### src/rtl/jt900h_bankregs_if.sv
// Bus bundle for jt900h_bankregs: register read/write ports, bank pointer control
// and the context save/restore streams.
interface jt900h_bankregs_if #(
  parameter int unsigned NBANKS = 4
) ();
  localparam int unsigned BW = (NBANKS > 1) ? $clog2(NBANKS) : 1;

  logic          cen;
  logic [7:0]    rd_a_sel;
  logic [1:0]    rd_a_size;
  logic [31:0]   rd_a_data;
  logic [7:0]    rd_b_sel;
  logic [1:0]    rd_b_size;
  logic [31:0]   rd_b_data;
  logic          wr_en;
  logic [7:0]    wr_sel;
  logic [1:0]    wr_size;
  logic [31:0]   wr_data;
  logic [BW-1:0] rfp;
  logic          rfp_inc;
  logic          rfp_dec;
  logic          rfp_ld;
  logic [BW-1:0] rfp_din;
  logic          ctx_start;
  logic          ctx_dir;
  logic [BW-1:0] ctx_bank;
  logic [31:0]   ctx_dout;
  logic          ctx_dvalid;
  logic          ctx_dready;
  logic [31:0]   ctx_din;
  logic          ctx_divalid;
  logic          ctx_diready;
  logic          ctx_busy;
  logic          ctx_done;
  logic          ctx_coll;

  modport master (
    output cen, rd_a_sel, rd_a_size, rd_b_sel, rd_b_size, wr_en, wr_sel, wr_size, wr_data,
    output rfp_inc, rfp_dec, rfp_ld, rfp_din, ctx_start, ctx_dir, ctx_bank, ctx_dready,
    output ctx_din, ctx_divalid,
    input  rd_a_data, rd_b_data, rfp, ctx_dout, ctx_dvalid, ctx_diready, ctx_busy, ctx_done,
    input  ctx_coll
  );

  modport slave (
    input  cen, rd_a_sel, rd_a_size, rd_b_sel, rd_b_size, wr_en, wr_sel, wr_size, wr_data,
    input  rfp_inc, rfp_dec, rfp_ld, rfp_din, ctx_start, ctx_dir, ctx_bank, ctx_dready,
    input  ctx_din, ctx_divalid,
    output rd_a_data, rd_b_data, rfp, ctx_dout, ctx_dvalid, ctx_diready, ctx_busy, ctx_done,
    output ctx_coll
  );
endinterface

### src/rtl/jt900h_bankregs.sv
// Banked register file with pointer registers, bank pointer (RFP) and a context
// engine that streams one bank out to / in from memory for interrupt save/restore.
module jt900h_bankregs #(
  parameter int unsigned NBANKS   = 4,
  parameter int unsigned CTX_REGS = 4
) (
  input  logic             clk,
  input  logic             rst,
  jt900h_bankregs_if.slave bus
);
  localparam int unsigned BW    = (NBANKS > 1) ? $clog2(NBANKS) : 1;
  localparam int unsigned NREGS = NBANKS * 4;
  localparam int unsigned AW    = BW + 2;
  localparam logic [1:0]  KLast = 2'(CTX_REGS - 1);

  typedef enum logic [1:0] {StIdle, StSave, StRestore, StDone} state_e;

  logic [31:0]   regs_q [NREGS];
  logic [31:0]   regs_d [NREGS];
  logic [31:0]   ptr_q  [4];
  logic [31:0]   ptr_d  [4];
  state_e        state_q, state_d;
  logic [BW-1:0] bank_q, bank_d;
  logic [1:0]    k_q, k_d;
  logic          coll_q, coll_d;
  logic [BW-1:0] rfp_q, rfp_d;

  function automatic logic [4:0] lane_shift(input logic [1:0] size, input logic [1:0] lane);
    case (size)
      2'd0:    return {lane, 3'b000};
      2'd1:    return {lane[1], 4'b0000};
      default: return 5'd0;
    endcase
  endfunction

  function automatic logic [31:0] size_mask(input logic [1:0] size);
    case (size)
      2'd0:    return 32'h0000_00ff;
      2'd1:    return 32'h0000_ffff;
      default: return 32'hffff_ffff;
    endcase
  endfunction

  function automatic logic [31:0] rd_fmt(input logic [31:0] r, input logic [1:0] size,
                                         input logic [1:0] lane);
    return (r >> lane_shift(size, lane)) & size_mask(size);
  endfunction

  // Only the addressed lanes change; the rest of the register is preserved.
  function automatic logic [31:0] wr_merge(input logic [31:0] old, input logic [31:0] din,
                                           input logic [1:0] size, input logic [1:0] lane);
    logic [4:0]  sh;
    logic [31:0] m;
    sh = lane_shift(size, lane);
    m  = size_mask(size) << sh;
    return (old & ~m) | ((din << sh) & m);
  endfunction

  logic [31:0]   rd_a_raw, rd_b_raw;
  logic [AW-1:0] wr_idx, ctx_idx;
  logic [BW-1:0] wr_bank;
  logic          wr_drop;

  assign rd_a_raw = bus.rd_a_sel[7] ? ptr_q[bus.rd_a_sel[3:2]]
                                    : regs_q[{bus.rd_a_sel[4 +: BW], bus.rd_a_sel[3:2]}];
  assign rd_b_raw = bus.rd_b_sel[7] ? ptr_q[bus.rd_b_sel[3:2]]
                                    : regs_q[{bus.rd_b_sel[4 +: BW], bus.rd_b_sel[3:2]}];
  assign bus.rd_a_data = rd_fmt(rd_a_raw, bus.rd_a_size, bus.rd_a_sel[1:0]);
  assign bus.rd_b_data = rd_fmt(rd_b_raw, bus.rd_b_size, bus.rd_b_sel[1:0]);

  assign wr_bank = bus.wr_sel[4 +: BW];
  assign wr_idx  = {wr_bank, bus.wr_sel[3:2]};
  assign ctx_idx = {bank_q, k_q};
  // The restore stream owns the latched bank; external writes into it are dropped.
  assign wr_drop = bus.wr_en && !bus.wr_sel[7] && (state_q == StRestore) && (wr_bank == bank_q);

  always_comb begin
    regs_d  = regs_q;
    ptr_d   = ptr_q;
    state_d = state_q;
    bank_d  = bank_q;
    k_d     = k_q;
    coll_d  = wr_drop;
    rfp_d   = rfp_q;

    if (bus.wr_en && !wr_drop) begin
      if (bus.wr_sel[7]) begin
        ptr_d[bus.wr_sel[3:2]] = wr_merge(ptr_q[bus.wr_sel[3:2]], bus.wr_data, bus.wr_size,
                                          bus.wr_sel[1:0]);
      end else begin
        regs_d[wr_idx] = wr_merge(regs_q[wr_idx], bus.wr_data, bus.wr_size, bus.wr_sel[1:0]);
      end
    end

    if (bus.rfp_ld) begin
      rfp_d = bus.rfp_din;
    end else if (bus.rfp_inc && !bus.rfp_dec) begin
      rfp_d = rfp_q + BW'(1);
    end else if (bus.rfp_dec && !bus.rfp_inc) begin
      rfp_d = rfp_q - BW'(1);
    end

    unique case (state_q)
      StIdle: begin
        if (bus.ctx_start) begin
          bank_d  = bus.ctx_bank;
          k_d     = 2'd0;
          state_d = bus.ctx_dir ? StRestore : StSave;
        end
      end
      StSave: begin
        if (bus.ctx_dready) begin
          k_d = k_q + 2'd1;
          if (k_q == KLast) state_d = StDone;
        end
      end
      StRestore: begin
        if (bus.ctx_divalid) begin
          regs_d[ctx_idx] = bus.ctx_din;
          k_d             = k_q + 2'd1;
          if (k_q == KLast) state_d = StDone;
        end
      end
      StDone: state_d = StIdle;
      default: state_d = StIdle;
    endcase
  end

  always_ff @(posedge clk or negedge rst) begin
    if (!rst) begin
      regs_q  <= '{default: '0};
      ptr_q   <= '{default: '0};
      state_q <= StIdle;
      bank_q  <= '0;
      k_q     <= '0;
      coll_q  <= 1'b0;
      rfp_q   <= '0;
    end else if (bus.cen) begin
      regs_q  <= regs_d;
      ptr_q   <= ptr_d;
      state_q <= state_d;
      bank_q  <= bank_d;
      k_q     <= k_d;
      coll_q  <= coll_d;
      rfp_q   <= rfp_d;
    end
  end

  assign bus.rfp         = rfp_q;
  assign bus.ctx_dvalid  = (state_q == StSave);
  assign bus.ctx_dout    = (state_q == StSave) ? regs_q[ctx_idx] : 32'd0;
  assign bus.ctx_diready = (state_q == StRestore);
  assign bus.ctx_busy    = (state_q != StIdle);
  assign bus.ctx_done    = (state_q == StDone);
  assign bus.ctx_coll    = coll_q;

  // Bank-field bits above BW are don't-care.
  logic unused_sel;
  assign unused_sel = ^{bus.rd_a_sel[6:4], bus.rd_b_sel[6:4], bus.wr_sel[6:4]};
endmodule

### src/flat_wrapper.sv
// flat-port wrapper written by rule: the top's interface ports become plain ports
module jt900h_bankregs_flat 
#(
  parameter int unsigned NBANKS   = 4,
  parameter int unsigned CTX_REGS = 4
)
  (clk, rst, bus_cen, bus_rd_a_sel, bus_rd_a_size, bus_rd_b_sel, bus_rd_b_size, bus_wr_en, bus_wr_sel, bus_wr_size, bus_wr_data, bus_rfp_inc, bus_rfp_dec, bus_rfp_ld, bus_rfp_din, bus_ctx_start, bus_ctx_dir, bus_ctx_bank, bus_ctx_dready, bus_ctx_din, bus_ctx_divalid, bus_rd_a_data, bus_rd_b_data, bus_rfp, bus_ctx_dout, bus_ctx_dvalid, bus_ctx_diready, bus_ctx_busy, bus_ctx_done, bus_ctx_coll);
  jt900h_bankregs_if #(.NBANKS(NBANKS)) bus_i ();
  input  logic clk;
  input  logic rst;
  input wire logic [$bits(bus_i.cen)-1:0] bus_cen;
  input wire logic [$bits(bus_i.rd_a_sel)-1:0] bus_rd_a_sel;
  input wire logic [$bits(bus_i.rd_a_size)-1:0] bus_rd_a_size;
  input wire logic [$bits(bus_i.rd_b_sel)-1:0] bus_rd_b_sel;
  input wire logic [$bits(bus_i.rd_b_size)-1:0] bus_rd_b_size;
  input wire logic [$bits(bus_i.wr_en)-1:0] bus_wr_en;
  input wire logic [$bits(bus_i.wr_sel)-1:0] bus_wr_sel;
  input wire logic [$bits(bus_i.wr_size)-1:0] bus_wr_size;
  input wire logic [$bits(bus_i.wr_data)-1:0] bus_wr_data;
  input wire logic [$bits(bus_i.rfp_inc)-1:0] bus_rfp_inc;
  input wire logic [$bits(bus_i.rfp_dec)-1:0] bus_rfp_dec;
  input wire logic [$bits(bus_i.rfp_ld)-1:0] bus_rfp_ld;
  input wire logic [$bits(bus_i.rfp_din)-1:0] bus_rfp_din;
  input wire logic [$bits(bus_i.ctx_start)-1:0] bus_ctx_start;
  input wire logic [$bits(bus_i.ctx_dir)-1:0] bus_ctx_dir;
  input wire logic [$bits(bus_i.ctx_bank)-1:0] bus_ctx_bank;
  input wire logic [$bits(bus_i.ctx_dready)-1:0] bus_ctx_dready;
  input wire logic [$bits(bus_i.ctx_din)-1:0] bus_ctx_din;
  input wire logic [$bits(bus_i.ctx_divalid)-1:0] bus_ctx_divalid;
  output wire logic [$bits(bus_i.rd_a_data)-1:0] bus_rd_a_data;
  output wire logic [$bits(bus_i.rd_b_data)-1:0] bus_rd_b_data;
  output wire logic [$bits(bus_i.rfp)-1:0] bus_rfp;
  output wire logic [$bits(bus_i.ctx_dout)-1:0] bus_ctx_dout;
  output wire logic [$bits(bus_i.ctx_dvalid)-1:0] bus_ctx_dvalid;
  output wire logic [$bits(bus_i.ctx_diready)-1:0] bus_ctx_diready;
  output wire logic [$bits(bus_i.ctx_busy)-1:0] bus_ctx_busy;
  output wire logic [$bits(bus_i.ctx_done)-1:0] bus_ctx_done;
  output wire logic [$bits(bus_i.ctx_coll)-1:0] bus_ctx_coll;
  assign bus_i.cen = bus_cen;
  assign bus_i.rd_a_sel = bus_rd_a_sel;
  assign bus_i.rd_a_size = bus_rd_a_size;
  assign bus_i.rd_b_sel = bus_rd_b_sel;
  assign bus_i.rd_b_size = bus_rd_b_size;
  assign bus_i.wr_en = bus_wr_en;
  assign bus_i.wr_sel = bus_wr_sel;
  assign bus_i.wr_size = bus_wr_size;
  assign bus_i.wr_data = bus_wr_data;
  assign bus_i.rfp_inc = bus_rfp_inc;
  assign bus_i.rfp_dec = bus_rfp_dec;
  assign bus_i.rfp_ld = bus_rfp_ld;
  assign bus_i.rfp_din = bus_rfp_din;
  assign bus_i.ctx_start = bus_ctx_start;
  assign bus_i.ctx_dir = bus_ctx_dir;
  assign bus_i.ctx_bank = bus_ctx_bank;
  assign bus_i.ctx_dready = bus_ctx_dready;
  assign bus_i.ctx_din = bus_ctx_din;
  assign bus_i.ctx_divalid = bus_ctx_divalid;
  assign bus_rd_a_data = bus_i.rd_a_data;
  assign bus_rd_b_data = bus_i.rd_b_data;
  assign bus_rfp = bus_i.rfp;
  assign bus_ctx_dout = bus_i.ctx_dout;
  assign bus_ctx_dvalid = bus_i.ctx_dvalid;
  assign bus_ctx_diready = bus_i.ctx_diready;
  assign bus_ctx_busy = bus_i.ctx_busy;
  assign bus_ctx_done = bus_i.ctx_done;
  assign bus_ctx_coll = bus_i.ctx_coll;
  jt900h_bankregs #(.NBANKS(NBANKS), .CTX_REGS(CTX_REGS)) u_core (.clk(clk), .rst(rst), .bus(bus_i));
endmodule
### config.mk
export PLATFORM = sky130hd
export DESIGN_NAME = jt900h_bankregs_flat
export DESIGN_NICKNAME = d
export VERILOG_FILES = /design/src/rtl/jt900h_bankregs_if.sv /design/src/rtl/jt900h_bankregs.sv /design/src/flat_wrapper.sv
export SDC_FILE = /design/constraint.sdc
export NUM_CORES = 2
export LEC_CHECK = 0
export CAP_MARGIN = 20
export CORE_UTILIZATION = 56
export DETAILED_ROUTE_END_ITERATION = 8
export GPL_ROUTABILITY_DRIVEN = 0
export HOLD_SLACK_MARGIN = 0.06
export PLACE_DENSITY = 0.78
export SLEW_MARGIN = 40
export SYNTH_ARGS = -nofsm -noshare
export SYNTH_HDL_FRONTEND = slang
export SYNTH_SLANG_ARGS = --single-unit
### constraint.sdc
create_clock -name clk -period 3.3 [get_ports clk]
set_clock_uncertainty 0.2 [all_clocks]
set_input_delay 0.66 -clock clk [delete_from_list [all_inputs] [get_ports clk]]
set_output_delay 0.66 -clock clk [all_outputs]
set_load 0.1 [all_outputs]
==> run summary, run 1 <==
Run status - did not finish
Stopped at - global routing
Error msg - [ERROR GRT-0232] Routing congestion too high. Check the congestion heatmap in the GUI.
YS warnings - 0
Syn nets - 4485
Syn_area_per_cell - 10.95 sq um
EDFF count, synth - 0
Clk buf depth - 3
Place WS - -794.1 ps
Num CTS Buffers - 73
Seq cells post-synth - 649
Cell count after synthesis - 4368
Post-synth top flop - dfrtp_1
Root buffer cell - clkbuf_16
Pin count of the biggest net entering global routing - 93
Gr ovfl total - 502
Seq/Total Area, Yosys - 0.3394
Die Y - 294.3 um
Initial Util - 0.5690
Tot GR Track Use - 0.8315
Netlist Area Pre-Place - 47850 sq um
I/O pins - 212
Clock sinks - 649
# H-tree levels - 3
Unique masters post-synth - 85
Synth async-reset ratio - 1.000
FP Rows - 106
Port bufs - 208
Detailed placement HPWL - 158800 um
Die width - 294.3 um
-- cell usage after synthesis (68+ instances only) --
cell type  number  share of area
o21ai_0       176          0.018
nand2_1       258          0.020
o221ai_1       68          0.012
dfrtp_1       649           0.34
a21oi_1       462          0.048
buf_1          84         0.0066
nor2_1        210          0.016
a22oi_1       175          0.027
clkbuf_1      267          0.021
buf_2          93         0.0097
mux2i_1       334          0.070
nand3_1       174          0.018
o22ai_1       310          0.041
mux4_2        502           0.24
-- per-stage QoR --
stage               hold WS [ps]  utilization  instances  setup TNS, ps  instance area [sq um]
floorplan                  164.4            -       4368         -141.3                  48570
detailed placement         295.8       0.6870       5888         -38560                  57770
CTS                        262.3       0.7650       6218         -27060                  64330
global placement           290.0       0.6867       5887         -37400                  57740
-- kinds of logic after synthesis --
kind of cell / after synthesis / share of synthesized area
fa+ha+maj: 8 / 0.002092
flops: 649 / 0.3394
buf+inv: 516 / 0.04898
mux: 898 / 0.3312
compound gates: 1438 / 0.1942
xor+xnor: 4 / 0.0007323
simple gates: 855 / 0.08339
-- routing by layer --
metal / overflow / GRT usage
met5: 16 / 0.6801
met4: 160 / 0.7967
met3: 73 / 0.8043
met2: 186 / 0.9201
met1: 67 / 0.7983
-- what timing repair did --
action | 4_1_cts
endpoints found under the setup margin | 96
cloned | 23
pin swaps | 153
setup buffers | 189
hold buffers | 1
endpoints found under the hold margin | 38
resized for setup | 485
==> run 2: changes to the inputs <==
- CORE_UTILIZATION: 56 -> 40
- HOLD_SLACK_MARGIN: 0.06 -> not set
- PLACE_DENSITY: 0.78 -> not set
- PLACE_DENSITY_LB_ADDON: not set -> 0.15
- clock period: 3.3 -> 4.3 ns (I/O delays scaled with it)
==> run 2 against run 1 <==
Against the previous run:
- the flow now finishes, with violations (setup timing)
- synthesized area stayed put
- synthesized cell count stayed put
==> run summary, run 2 <==
Run status - finished with violations
Failing checks - setup timing
Tot GR Track Use - 0.4082
Routed WL per cell - 39.81 um
Die ar. - 121000 sq um
Nets - 4760
Arrival @ worst endpoint - 3270 ps
Top cell type's share of synthesized area - 0.3394 (unchanged)
Synth Area in Compound Gates - 0.1942 (unchanged)
# setup viols final - 1
Post-synth top flop - dfrtp_1
Crit-path max FO - 10
Crit path buffers/inverters - 6
Area share of fa/ha/maj cells after synthesis - 0.002092 (unchanged)
Hold Path Depth - 1
Commonest non-fill, non-tap cell in the layout - dfrtp_1
Cell count after synthesis - 4368 (unchanged)
Reg2reg end - u_core.regs_q[424]$_DFFE_PN0P_
Largest registers - u_core.regs_q: 512 flops, u_core.ptr_q: 128 flops
Netlist Area Pre-Place - 47850 sq um (unchanged)
Place WS - -168.4 ps (+625.7 ps)
Crit path cell chain - buf_2 > buf_12 > buf_4 > nor2b_1 > buf_4 > nand3_1 > nand3_1 > buf_4 > nand3_1 > nand2_1 > buf_12
Vias in the first global route - 44440
Root buffer cell - clkbuf_16
Most flops, register - u_core.regs_q
Hold_sp - u_core.bus.ctx_coll$_DFFE_PN0P_
Gr ovfl total - 0
Leak - 23.51 nW
Worst r2r src - u_core.k_q[0]$_DFFE_PN0P_
Post-route ant nets - 0
Synth async-reset ratio - 1.000 (unchanged)
Die width - 347.9 um (+18%)
Register area - 16250 sq um
Slowest-stage cell, CP - nand3_1
Fmax - 230.7 MHz
Drt total wl - 251200 um
Unrepaired setup endpoints after global routing - no
Num CTS Buffers - 82 (+12%)
CTS tree - yes
Synth top area cells - dfrtp_1, mux4_2, mux2i_1
Setup slack, reg-to-reg - 330 ps
Unique masters post-synth - 85 (unchanged)
Initial antenna violation count - 14
Main combinational cell family by area after synthesis - multiplexers
First-pass GRT wire length - 348600 um
Synth Area in Simple Gates - 0.08339 (unchanged)
Startpoint types - input port
Post-synthesis cell type with the largest combined area - dfrtp_1
WP data required - 3240 ps
Syn_area_per_cell - 10.95 sq um (unchanged)
Worst path max stage delay - 340 ps
Syn nets - 4485 (unchanged)
Peak supply drop - 0.4101 mV
Seq cells post-synth - 649 (unchanged)
Period Utilization, post-route - 1.008
Maxcap violations - 0
CP endpoint kind - output port
1st-iter DRT viols - 7763
Cell Pwr Density - 662.6 nW/um^2
Via-to-Cell Ratio - 7.413
First-pass DRT Iterations - 8
Initial Util - 0.4041 (-0.1649)
Layout area overhead - 22.87%
Post-route cell area - 58790 sq um
Hold Path Sink - u_core.bus.ctx_coll$_DFFE_PN0P_
Most frequent cells in the layout - dfrtp_1, mux4_2, a21oi_1, buf_4, mux2i_1
Top cells by count, synth - dfrtp_1, mux4_2, a21oi_1, mux2i_1, o22ai_1
Hold Crit Class - reg -> reg
Layout cells sized above 1 - 0.3051
Multiplexer area fraction after synthesis - 0.3312 (unchanged)
R2R depth - 12
Dpl cells - 6149 (+4.4%)
Pin count of the biggest net entering global routing - 100
Detailed placement HPWL - 168000 um (+5.8%)
Critical Setup Path Class - in -> out
Final cell count without fillers - 6310
Slew headroom - 0.3524
Crit path max-delay family - buffers and inverters
Clock sinks - 649 (unchanged)
Core area - 118400 sq um
Clk buf depth - 3 (unchanged)
Fill cell count - 10560
YS warnings - 0 (unchanged)
EDFF count, synth - 0 (unchanged)
Tmin final - 4334 ps
Port bufs - 208 (unchanged)
Clk slew on worst S/H paths - 60 ps
Multi-input gate area - 29810 sq um
XOR/XNOR share of the synthesized area - 0.0007322 (unchanged)
Final setup margin - -33.71 ps
Slew Viols, Final - 0
Total Power - 38.95 mW
Max reg flops - 512
I/O pins - 212 (unchanged)
FP Rows - 126 (+19%)
Seq/Total Area, Yosys - 0.3394 (unchanged)
Final hold viol count - 0
Dpl cell area - 55690 sq um (-3.6%)
Drt drc - 0
Die Y - 347.9 um (+18%)
Most common cell in the netlist - dfrtp_1
Worst slew pin tran - 969.0 ps
Vias - 46770
# H-tree levels - 3 (unchanged)
Clk_lat worst skew - 680 ps
run 2: cells by family (layout without fill, tap and decap cells):
logic type      Yosys count  count (layout)
xor+xnor                  4               4
flops                   649             649
fa+ha+maj                 8               8
simple gates            855             855
other cells               0               4
buf+inv                 516             854
compound gates         1438            1438
mux                     898             898
run 2: worst register-to-register path, delay by kind of cell, from the launching register on:
family | cells | cell delay, ps
buffers and inverters | 5 | 910
adders and majority gates | 1 | 600
AOI/OAI and AO/OA | 2 | 250
DFF | 1 | 500
and+or+nand+nor | 4 | 1370
run 2: routing by layer:
layer / track usage / up-vias / part of all wire
met4: 0.2418 / 28 / 0.072
met1: 0.5078 / 23580 / 0.35
met5: 0 / - / 0.00094
met3: 0.2115 / 969 / 0.17
met2: 0.5597 / 4173 / 0.41
li1: - / 18020 / -
run 2: how the worst max path moves through the flow:
stage	startpoint	to	slack, ps	cells past startpoint
2_1_floorplan	bus_rd_a_sel[3]	bus_rd_a_data[2]	-260	8
3_3_place_gp	bus_rd_a_sel[5]	bus_rd_a_data[7]	-180	10
3_5_place_dp	bus_rd_a_sel[5]	bus_rd_a_data[7]	-170	10
4_1_cts	u_core.k_q[1]$_DFFE_PN0P_	bus_ctx_dout[19]	7	6
5_1_grt	bus_rd_a_sel[3]	bus_rd_a_data[2]	10	10
6_report	bus_rd_a_sel[4]	bus_rd_a_data[9]	-30	11
run 2: area by class of cell:
type / instances / share of cell area
well taps: 1600 / 0.03405
clock buffers: 109 / 0.04082
multi-input cells: 3203 / 0.5071
diodes: 4 / 0.0001703
repair buffers: 689 / 0.1328
clock inverters: 38 / 0.007491
flip-flops and latches: 649 / 0.2764
inverters: 18 / 0.001171
run 2: power breakdown:
part           internal [mW]  switching, mW  total (mW)
registers               8.57           3.63        12.2
clock network           4.45           3.07        7.52
logic                   9.14           10.1        19.2
run 2: per-stage QoR:
step	setup TNS, ps	utilization	hold WS, ps
3_5_place_dp	-631.3	0.4704	280.1
5_1_grt	0	0.4965	343.7
3_3_place_gp	-786.1	0.4703	286.5
6_report	-33.71	0.4966	296.6
2_1_floorplan	-422.0	-	277.1
4_1_cts	0	0.4956	300.1
run 2: timing repair:
item	4_1_cts	5_1_grt
setup buffers	6	3
cloned	0	0
endpoints found under the setup margin	43	30
endpoints found under the hold margin	37	0
pin swaps	0	1
hold buffers	1	0
resized for setup	9	18
Power figures use the tool's default switching activity.
